### config.mk
export PLATFORM = sky130hd
export DESIGN_NAME = cache_refill_ctrl
export DESIGN_NICKNAME = d
export VERILOG_FILES = /design/src/rtl/cache_refill_ctrl.sv
export SDC_FILE = /design/constraint.sdc
export NUM_CORES = 1
export LEC_CHECK = 0
export ABC_AREA = 1
export CORE_MARGIN = 5
export CORE_UTILIZATION = 41
export DETAILED_ROUTE_END_ITERATION = 12
export MAX_ROUTING_LAYER = met4
export PLACE_DENSITY = 0.72
export REMOVE_ABC_BUFFERS = 1
export SKIP_CTS_REPAIR_TIMING = 1
export SYNTH_ARGS = -nofsm -noshare
export SYNTH_HDL_FRONTEND = slang
export SYNTH_SLANG_ARGS = --single-unit
export TNS_END_PERCENT = 30
### constraint.sdc
create_clock -name clk -period 3.6 [get_ports clk]
set_input_delay 0.72 -clock clk [delete_from_list [all_inputs] [get_ports clk]]
set_output_delay 0.72 -clock clk [all_outputs]
set_load 0.03 [all_outputs]
### src/rtl/cache_refill_ctrl.sv
// cache_refill_ctrl
//   Memory-side controller for the byte-addressed baseCache family.
//   A read miss fetches the whole block one byte per memory handshake and
//   writes it into the cache in a single fill cycle. CPU writes are forwarded
//   to memory (write-through, no write-allocate). The CPU is stalled until
//   each access retires in DONE.
//
// Ports
//   clk, rst             clock, asynchronous active-high reset
//   req/wr/addr/wdata    CPU access, held stable while stall=1
//   hit                  cache hit for addr, same cycle
//   stall                CPU must hold its current access
//   fill_wr/addr/data    one-cycle block write into the cache
//   mem_req/we/addr/wdata, mem_ack, mem_rdata   byte-wide memory handshake
module cache_refill_ctrl #(
    parameter int BLOCK_SIZE  = 4,
    parameter int BLOCK_WIDTH = BLOCK_SIZE * 8,
    parameter int OFF_W       = $clog2(BLOCK_SIZE)
) (
    input  logic                   clk,
    input  logic                   rst,
    input  logic                   req,
    input  logic                   wr,
    input  logic [31:0]            addr,
    input  logic [7:0]             wdata,
    input  logic                   hit,
    output logic                   stall,
    output logic                   fill_wr,
    output logic [31:0]            fill_addr,
    output logic [BLOCK_WIDTH-1:0] fill_data,
    output logic                   mem_req,
    output logic                   mem_we,
    output logic [31:0]            mem_addr,
    output logic [7:0]             mem_wdata,
    input  logic                   mem_ack,
    input  logic [7:0]             mem_rdata
);
    // A 1-byte block still needs a 1-bit beat counter to keep widths legal.
    localparam int                BEAT_W    = (OFF_W > 0) ? OFF_W : 1;
    localparam logic [31:0]       BLK_MASK  = ~(32'(BLOCK_SIZE) - 32'd1);
    localparam logic [BEAT_W-1:0] LAST_BEAT = BEAT_W'(BLOCK_SIZE - 1);

    typedef enum logic [2:0] {IDLE, RD_BEAT, FILL, WR_MEM, DONE} state_t;

    state_t                     state;
    logic [31:0]                base;
    logic [31:0]                wr_addr;
    logic [7:0]                 wr_byte;
    logic [BEAT_W-1:0]          beat;
    logic [BLOCK_SIZE-1:0][7:0] buffer;
    logic                       start;
    logic                       beat_ack;

    // rst gates start so stall drops the moment reset asserts.
    assign start    = ~rst & (state == IDLE) & req & (wr | ~hit);
    assign beat_ack = (state == RD_BEAT) & mem_ack;

    always_ff @(posedge clk or posedge rst) begin
        if (rst) begin
            state   <= IDLE;
            base    <= '0;
            beat    <= '0;
            wr_addr <= '0;
            wr_byte <= '0;
            buffer  <= '0;
        end else begin
            // Lane k captures the byte returned for beat k.
            for (int k = 0; k < BLOCK_SIZE; k++)
                if (beat_ack && beat == BEAT_W'(k))
                    buffer[k] <= mem_rdata;
            case (state)
                IDLE: begin
                    if (start) begin
                        if (wr) begin
                            wr_addr <= addr;
                            wr_byte <= wdata;
                            state   <= WR_MEM;
                        end else begin
                            base  <= addr & BLK_MASK;
                            beat  <= '0;
                            state <= RD_BEAT;
                        end
                    end
                end
                RD_BEAT: begin
                    if (mem_ack) begin
                        if (beat == LAST_BEAT) state <= FILL;
                        else                   beat  <= beat + BEAT_W'(1);
                    end
                end
                FILL:    state <= DONE;
                WR_MEM:  if (mem_ack) state <= DONE;
                DONE:    state <= IDLE;
                default: state <= IDLE;
            endcase
        end
    end

    // Outputs decode straight from registered state, so they fall together
    // with an asynchronous reset; address/data read 0 outside their states.
    always_comb begin
        stall     = start | (state == RD_BEAT) | (state == FILL) | (state == WR_MEM);
        mem_req   = (state == RD_BEAT) | (state == WR_MEM);
        mem_we    = (state == WR_MEM);
        fill_wr   = (state == FILL);
        mem_addr  = '0;
        mem_wdata = '0;
        fill_addr = '0;
        fill_data = '0;
        case (state)
            // base is block aligned, so OR-ing the beat never carries.
            RD_BEAT: mem_addr = base | 32'(beat);
            WR_MEM: begin
                mem_addr  = wr_addr;
                mem_wdata = wr_byte;
            end
            FILL: begin
                fill_addr = base;
                fill_data = buffer;
            end
            default: ;
        endcase
    end
endmodule

* Word-level counts from Yosys, hierarchy flattened
Index checks and enable logic that the tools add are counted.
** Word-level totals
- Flip-flop bits (word level) :: 107
- Input bits :: 54
- Output and inout port bits :: 108
- Logic and storage cells :: 61
** Operators by class
- Add/sub/neg operators :: 1
- Equal/unequal tests :: 12
- Muxes and demuxes :: 15
- Bitwise operators :: 13
- Reductions and logical operators :: 11
** Operator list (number)
- two-way mux 32 bit :: 2
- case mux 32 bit (2 select lines) :: 1
- bitwise OR 32 x 2 -> 32 bit :: 1
- two-way mux 3 bit :: 4
- case mux 3 bit (4 select lines) :: 1
- two-way mux 2 bit :: 5
- inequality test 2 bit (second input constant) :: 5
- two-way mux 8 bit :: 1
- equality test 3 x 2 -> 1 bit (second input constant) :: 2
- AND reduction 3 bit :: 2
- bitwise OR 1 bit :: 5
- AND reduction 5 bit :: 1
- bitwise AND 1 bit :: 4
- equality test 2 bit (second input constant) :: 2
- logical AND 1 bit :: 4
- case mux 2 bit (2 select lines) :: 1
- AND reduction 4 bit :: 1
- equality test 3 x 1 -> 1 bit (second input constant) :: 1
- zero test 3 bit :: 1
- inverter 1 bit :: 3
- adder 2 x 1 -> 2 bit (second input constant) :: 1
- equality test 2 x 1 -> 1 bit (second input constant) :: 1
- zero test 2 bit :: 1
- inequality test 2 x 1 -> 1 bit (second input constant) :: 1
- nonzero test 2 bit :: 1

* Depth between registers and ports, before layout
Gate-level depths: netlist of the first run.
- Depth in word-level cells :: 7
- Mapped depth :: 8
- Gate-level depth less buffers :: 8

* Worst setup path before layout of the first run
Ideal clock, no wire load.
- Path kind :: register to output
- Start point :: reg state[2]
- End point :: out mem_addr[0]
- Data arrival time :: 1.707 ns
- Data required time :: 2.880 ns
- Slack :: 1.173 ns
- Stages on the path, launching flop included :: 5
- Buffers on the path :: 1
- Cells stage by stage :: dfrtp_1 -> nor2_8 -> nand2_4 -> clkbuf_1 -> o21ai_0
** Between the ends
- Cells in the longest elaborated chain, start to end :: 2
- Elaborated cells between the ends (all ways) :: 3
- Classes of those cells :: 2 x eq/ne; 1 x mux
** Ends and longest elaborated chain
- start, declared :: line 45 : state_t state;
- start signal, assigned :: line 60 : state <= IDLE;
- start signal, assigned :: line 77 : state <= WR_MEM;
- start signal, assigned :: line 81 : state <= RD_BEAT;
- equality test 3 x 2 -> 1 bit / equality test 3 x 1 -> 1 bit (equally long branches) :: line 110 : case (state)
- case mux 32 bit (2 select lines) (*) :: line 110
- end, declared :: line 33 : output logic [31:0] mem_addr,
Mark *: on every way between the ends. The rest lies on a longest branch, timed or not.

* Final worst setup path of the first run
- Start point :: reg state[2]
- End point :: out mem_addr[29]
The elaborated chain is that of the path after synthesis.

==> metrics, run 1 <==
Num Clock Sinks=107; initial antenna violation count=0; global route total overflow=0; via count of the first global-routing pass=4610; n_diodes=0; Placer Congestion=0.818; Syn Area/Cell=8.01 sq um; Synth Cell Area=0.00519 sq mm; core box area=0.0125 sq mm; Initial DRC Count=324; HPWL after DPL=9.33 mm; post-synth top area share=0.516; Die ar.=0.0150 sq mm; non-filler cells, final=968; commonest non-fill, non-tap cells in the layout=clkdlybuf4s50_1, nand2_1, inv_1, dfrtp_1, nor2_1; P&R area growth vs syn=38.6%; Reg-to-Reg Start=state[1]; H-tree Lvls=3; Slew @ Worst Pin=0.675 ns; WL final=13.1 mm; largest net degree at the start of global routing=55; chip height=123 um; area leader, netlist=dfrtp_1; I/O pin count=162; CP Data Arrival Time=2.67 ns; vias per cell=4.66; Gate Count Post-Synth=648; Die X=123 um; top sig layer=met4; Leakage=3.41 nW; met2 WL=6.33 mm; final setup fails=0; met3 wire length=748 um; post-route cell area=0.00720 sq mm; Synth area leaders=dfrtp_1, nand2_1, inv_1; RSZ-0062 raised after global routing=false; TritonCTS clock tree=built; crit path max fanout=34; Synth cell types=25; Final #Nets=849; Max Fclk=295 MHz; worst vdd ir=0.000355 V; status=finished, final reports clean; clk_lat worst skew=0.33 ns; most common library cell in the layout ignoring fill and taps=clkdlybuf4s50_1; min Tclk post-route=3.39 ns; Min-Delay Path Class=flip-flop to flip-flop; post-synthesis register bit count=107; setup TNS=0 ns; Initial Util=0.415; clk_skew=0.0111 ns; First-pass DRT Iterations=5; cts bufs inserted=9; CTS clk-pin slew, worst paths=0.07 ns; placed instance area=0.00687 sq mm; layout cells sized above 1=0.0779; maxcap violations=0; Layout fillers=1158; final antenna-violating net count=0; worst hold path startpoint=wr_addr[1]; Slew Viols, Final=0; via count=4515; footprint of the multi-input gates=0.00186 sq mm; number of remaining DRC errors=0; WL met1=5.92 mm; sequential area share after synthesis=0.516; crit path launch type=flip-flop; Root Driver=clkbuf_16; placed cells=952; DR WL/cell=13.5 um; first-pass GRT wire length=21.7 mm; CP endpoint kind=output port; yosys warns=0; Setup CP Type=flip-flop to output port; Max clock buf depth=2; post-route clock period utilization=0.941; pwr dens=801 mW/mm^2; Sequential cell area=0.00268 sq mm; PortBufs=159; Worst Path Required=2.88 ns; global-route usage over all layers=0.183; slew margin rel.=0.550; Crit. Startpoint=state[2]; Final Hold Violating Endpoints=0; # rows=41
worst max-delay path, stage by stage, from the launching register on:
cell and delay [ns]:
dfrtp_1 0.46, nor2_8 0.19, nand2_2 0.16, inv_2 0.53
nand2_1 0.12, o21ai_1 0.14, clkdlybuf4s50_1 0.71
through the flow:
| step | hold slack [ns] | util | total power [W] | setup slack, ns |
|---|---|---|---|---|
| 2_1_floorplan | 0.442 | - | 0.00371 | 0.0628 |
| 3_3_place_gp | 0.460 | 0.549 | 0.00465 | 0.415 |
| 5_1_grt | 0.500 | 0.575 | 0.00616 | 0.0444 |
| 4_1_cts | 0.475 | 0.575 | 0.00582 | 0.196 |
| 3_5_place_dp | 0.459 | 0.549 | 0.00474 | 0.379 |
| 6_report | 0.479 | 0.575 | 0.00577 | 0.213 |
registers in the layout, summed over array words and instances (netlist names):
| name | count |
|---|---|
| state | 3 |
| wr_addr | 32 |
| base | 30 |
| beat | 2 |
| buffer | 32 |
| wr_byte | 8 |
report_power, final:
part / total [W] / internal (W) / switching [W]
clock network: 0.00106 / 0.000632 / 0.000425
registers: 0.00203 / 0.00174 / 0.000291
logic: 0.00268 / 0.000996 / 0.00168
total: 0.00577 / 0.00337 / 0.00240
worst paths after layout:
path,slack (ns),endpoint,depth (start not counted)
max,0.21,mem_addr[29],6
min,0.48,wr_addr[1],2
max reg2reg,1.56,wr_byte[1],7
min reg2reg,0.48,wr_addr[1],2
max in group asynchronous,1.97,buffer[17],3
min in group asynchronous,0.89,wr_byte[4],2
routing by layer:
metal | vias up | global-route usage
li1 | 2243 | -
met1 | 2129 | 0.231
met2 | 133 | 0.303
met3 | 10 | 0.0410
met4 | 0 | 0.0406
met5 | - | -
cell usage after synthesis:
library cell / n
a21oi_1: 2
a21oi_2: 8
a31oi_1: 1
buf_2: 17
buf_4: 2
buf_6: 7
clkbuf_1: 6
conb_1: 1
dfrtp_1: 107
ha_1: 4
inv_1: 120
inv_2: 5
nand2_1: 140
nand2_2: 2
nand2_4: 5
nand3_1: 7
nand3_2: 1
nand4_1: 2
nand4_2: 1
nor2_1: 80
nor2_2: 2
nor2_8: 2
o21ai_0: 46
o21ai_1: 65
o21ai_2: 15
final cells by class:
type / count / share of cell area
clock buffer: 11 / 0.0337
inverter: 125 / 0.0655
multi-input combinational: 385 / 0.258
clock inverter: 5 / 0.0116
timing repair buffer: 163 / 0.229
tap: 172 / 0.0299
sequential: 107 / 0.372
cells by family after synthesis:
family | Yosys count | share of synthesized area
adders and majority gates | 4 | 0.00964
buffers and inverters | 157 | 0.129
AOI/OAI and AO/OA | 137 | 0.149
other | 1 | 0.000722
DFF | 107 | 0.516
and+or+nand+nor | 242 | 0.196
(Power assumes the default switching activity.)
==> run 2: changes to the inputs <==
--- a/config.mk
+++ b/config.mk
@@ -8,6 +8,7 @@
 export ABC_AREA = 1
 export CORE_MARGIN = 5
 export CORE_UTILIZATION = 41
+export CTS_BUF_LIST = sky130_fd_sc_hd__clkbuf_8
 export DETAILED_ROUTE_END_ITERATION = 12
 export MAX_ROUTING_LAYER = met4
 export PLACE_DENSITY = 0.72
==> metrics, run 2 (synthesized netlist as in run 1, its figures left out) <==
pwr dens=778 mW/mm^2; Num Clock Sinks=107; initial antenna violation count=0; core box area=0.0125 sq mm; via count=4526; post-route clock period utilization=0.927; First-pass DRT Iterations=4; CTS clk-pin slew, worst paths=0.10 ns; most common library cell in the layout ignoring fill and taps=clkdlybuf4s50_1; Worst Path Required=2.88 ns; status=finished, final reports clean; slew margin rel.=0.551; Leakage=3.37 nW; # rows=41; hold_ws=0.479 ns; CP endpoint kind=output port; WL final=13.1 mm; RSZ-0062 raised after global routing=false; final setup fails=0; TritonCTS clock tree=built; Min-Delay Path Class=flip-flop to flip-flop; n_diodes=0; Initial DRC Count=288; H-tree Lvls=3; clk_skew=0.0171 ns; cts bufs inserted=9; global-route usage over all layers=0.183; Slew @ Worst Pin=0.673 ns; layout cells sized above 1=0.0779; global routing's busiest layer=met2; Die X=123 um; I/O pin count=162; vias per cell=4.68; P&R area growth vs syn=36.7%; CP Data Arrival Time=2.62 ns; met3 Use GR=0.0410; worst vdd ir=0.000392 V; Placer Congestion=0.818; post-route cell area=0.00710 sq mm; Final Hold Violating Endpoints=0; largest net degree at the start of global routing=55; first-pass GRT wire length=21.7 mm; HPWL after DPL=9.33 mm; placed cells=952; Max clock buf depth=2; crit path launch type=flip-flop; final antenna-violating net count=0; setup TNS=0 ns; maxcap violations=0; global route total overflow=0; Root Driver=clkbuf_8; global-route track usage on met2=0.302; clk_lat worst skew=0.38 ns; Slew Viols, Final=0; Final #Nets=849; Max Fclk=300 MHz; non-filler cells, final=968; number of remaining DRC errors=0; Initial Util=0.415; placed instance area=0.00687 sq mm; Setup CP Type=flip-flop to output port; min Tclk post-route=3.34 ns; PortBufs=159; crit path max fanout=34; DR WL/cell=13.6 um; chip height=123 um; Largest regs=buffer (32), wr_addr (32), base (30); commonest non-fill, non-tap cells in the layout=clkdlybuf4s50_1, nand2_1, inv_1, dfrtp_1, nor2_1; Die ar.=0.0150 sq mm; via count of the first global-routing pass=4628; met1 usage=0.230
-- run 2: cell count changes in the layout (fill, tap and decap cells not counted) --
cell	change
clkbuf_16	-9
inv_2	-1
inv_1	+1
clkinv_2	+1
clkbuf_8	+9
clkbuf_1	-1
-- run 2: per-stage QoR --
step	setup WS (ns)	total power, W	utilization
2_1_floorplan	0.0628	0.00371	-
5_1_grt	0.120	0.00591	0.567
4_1_cts	0.145	0.00557	0.567
3_3_place_gp	0.415	0.00465	0.549
3_5_place_dp	0.379	0.00474	0.549
6_report	0.263	0.00552	0.567
-- run 2: per-layer routing --
layer	share of wire	wire length, um
met3	0.059	773
met2	0.48	6290
met4	0.012	159
met1	0.45	5900
met5	0	0
-- run 2: final cells by class --
type	count	area, sq um
Fill cell	1160	5420
Inverter	125	473
Clock inverter	6	87.6
Clock buffer	10	138
Sequential cell	107	2680
Tap cell	172	215
Multi-Input combinational cell	385	1860
Timing Repair Buffer	163	1650
-- run 2: worst paths after layout --
check	start	endpoint	slack, ns	cells after the start
min	wr_addr[1]	wr_addr[1]	0.48	2
min reg2reg	wr_addr[1]	wr_addr[1]	0.48	2
min in group asynchronous	rst	wr_byte[2]	0.83	2
max reg2reg	state[2]	wr_byte[1]	1.56	7
max in group asynchronous	rst	beat[0]	2.02	3
max	state[2]	mem_addr[21]	0.26	6
-- run 2: power breakdown --
part	total [W]	internal, W	switching, W
Sequential	0.00203	0.00174	0.000291
Combinational	0.00268	0.000996	0.00168
Clock	0.000820	0.000411	0.000409
-- run 2: critical path, cell delays in order, from the launching register on --
cell	delay (ns)
dfrtp_1	0.48
nor2_8	0.20
nand2_2	0.16
clkinv_2	0.43
nand2_1	0.09
o21ai_0	0.14
clkdlybuf4s50_1	0.74
==> run 3: changes to the inputs <==
--- a/config.mk
+++ b/config.mk
@@ -7,11 +7,12 @@
 export LEC_CHECK = 0
 export ABC_AREA = 1
 export CORE_MARGIN = 5
-export CORE_UTILIZATION = 41
+export CORE_UTILIZATION = 24
 export CTS_BUF_LIST = sky130_fd_sc_hd__clkbuf_8
 export DETAILED_ROUTE_END_ITERATION = 12
+export GPL_TIMING_DRIVEN = 0
 export MAX_ROUTING_LAYER = met4
-export PLACE_DENSITY = 0.72
+export PLACE_DENSITY = 0.45
 export REMOVE_ABC_BUFFERS = 1
 export SKIP_CTS_REPAIR_TIMING = 1
 export SYNTH_ARGS = -nofsm -noshare
==> metrics, run 3 (synthesized netlist as in run 1, its figures left out) <==
# rows=53; post-route clock period utilization=0.931; maxcap violations=0; via count=4334; placed cells=1054; Die ar.=0.0247 sq mm; Initial DRC Count=230; most frequent CP cell=clkdlybuf4s50_1; footprint of the multi-input gates=0.00186 sq mm; cts bufs inserted=9; Die X=157 um; most common library cell in the layout ignoring fill and taps=clkdlybuf4s50_1; largest net degree at the start of global routing=92; n_diodes=0; Layout fillers=2317; final antenna-violating net count=0; clk_lat worst skew=0.38 ns; commonest non-fill, non-tap cells in the layout=clkdlybuf4s50_1, nand2_1, inv_1, dfrtp_1, nor2_1; WL final=14.6 mm; crit path max fanout=5; Max clock buf depth=2; Worst Path Required=2.88 ns; CP top delay family=buffers and inverters; RSZ-0062 raised after global routing=false; First-pass DRT Iterations=5; HPWL after DPL=10.0 mm; placed instance area=0.00702 sq mm; I/O pin count=162; Switching Power=0.00241 W; global route total overflow=0; initial antenna violation count=0; Slew @ Worst Pin=0.835 ns; final setup fails=0; Final #Nets=848; H-tree Lvls=3; CTS clk-pin slew, worst paths=0.10 ns; combinational share of power=0.490; number of remaining DRC errors=0; Final Hold Violating Endpoints=0; non-filler cells, final=1070; Pint=0.00306 W; layout cells sized above 1=0.0780; post-route cell area=0.00722 sq mm; Clock power frac=0.142; Worst Path Buf+Inv=2; Num Clock Sinks=107; delay of the slowest critical-path stage=0.70 ns; vias per cell=4.05; Setup CP Type=input port to output port; TritonCTS clock tree=built; Slew Viols, Final=0; core box area=0.0212 sq mm; Initial Util=0.245; clk_skew=0.0148 ns; pwr dens=757 mW/mm^2; CP endpoint kind=output port; via count of the first global-routing pass=4471; Root Driver=clkbuf_8; worst vdd ir=0.000412 V; DR WL/cell=13.7 um; CP max-delay cell=clkdlybuf4s50_1; crit path launch type=input port; Placer Congestion=0.718; CP Data Arrival Time=2.63 ns; first-pass GRT wire length=23.7 mm; Leakage=3.36 nW; Sequential cell area=0.00268 sq mm; status=finished, final reports clean; Max Fclk=298 MHz; Largest regs=buffer (32), wr_addr (32), base (30); PortBufs=159; power share of the sequential group=0.369; P&R area growth vs syn=39.1%; r2r setup slk=1.78 ns; CP cell instances=clkdlybuf4s50_1, nor2_2, o21ai_0, a31oi_1, clkdlybuf4s50_1; chip height=157 um; global-route usage over all layers=0.125; min Tclk post-route=3.35 ns; slew margin rel.=0.443; Min-Delay Path Class=flip-flop to flip-flop; switch share=0.441
run 3: changes by cell type in the layout (fill, tap and decap cells not counted), sizes merged:
| cell | before | now |
|---|---|---|
| buf | 4 | 3 |
| bufinv | 2 | 1 |
| clkbuf | 10 | 9 |
| clkinv | 1 | 0 |
| clkinvlp | 2 | 5 |
run 3: worst paths after layout:
kind | start | endpoint | cells after the start
max in group asynchronous | rst | buffer[1] | 3
min in group asynchronous | rst | buffer[26] | 2
worst max-delay path | rst | stall | 5
worst min-delay path | buffer[3] | buffer[3] | 2
worst max register to register | state[2] | wr_addr[30] | 5
worst min register to register | buffer[3] | buffer[3] | 2
run 3: final cells by class:
class / count / share of cell area
Clock buffer: 9 / 0.0172
Timing Repair Buffer: 162 / 0.230
Tap cell: 275 / 0.0476
Clock inverter: 7 / 0.0106
Sequential cell: 107 / 0.371
Multi-Input combinational cell: 385 / 0.258
Inverter: 125 / 0.0660
run 3: power groups by stage:
stage                     clock [W]  sequential, W  combinational (W)
after global placement            0        0.00203            0.00269
final                      0.000774        0.00201            0.00268
after floorplan                   0        0.00197            0.00174
after CTS                  0.000820        0.00202            0.00274
after global routing       0.000864        0.00208            0.00299
after detailed placement          0        0.00204            0.00273
run 3: layer usage:
| metal | global-route usage | share of wire | routed length [um] |
|---|---|---|---|
| met1 | 0.155 | 0.45 | 6660 |
| met2 | 0.198 | 0.46 | 6690 |
| met3 | 0.0412 | 0.076 | 1120 |
| met4 | 0.0311 | 0.013 | 184 |
| met5 | - | 0 | 0 |
run 3: stage by stage:
stage | hold slack, ns | setup WS (ns) | util | TNS [ns] | power, W
6_report | 0.491 | 0.250 | 0.341 | 0 | 0.00546
5_1_grt | 0.509 | 0.0811 | 0.341 | 0 | 0.00594
4_1_cts | 0.495 | -0.0399 | 0.341 | -0.102 | 0.00557
3_5_place_dp | 0.468 | 0.224 | 0.332 | 0 | 0.00476
3_3_place_gp | 0.467 | -1.99 | 0.328 | -235.77 | 0.00473
2_1_floorplan | 0.442 | 0.0628 | - | 0 | 0.00371
run 3: worst register-to-register path, delay by kind of cell (launching register included):
family / cells / cell delay (ns)
AO/OA/AOI/OAI: 1 / 0.42
buffers and inverters: 1 / 0.11
flip-flops: 1 / 0.47
AND/OR/NAND/NOR: 3 / 0.73
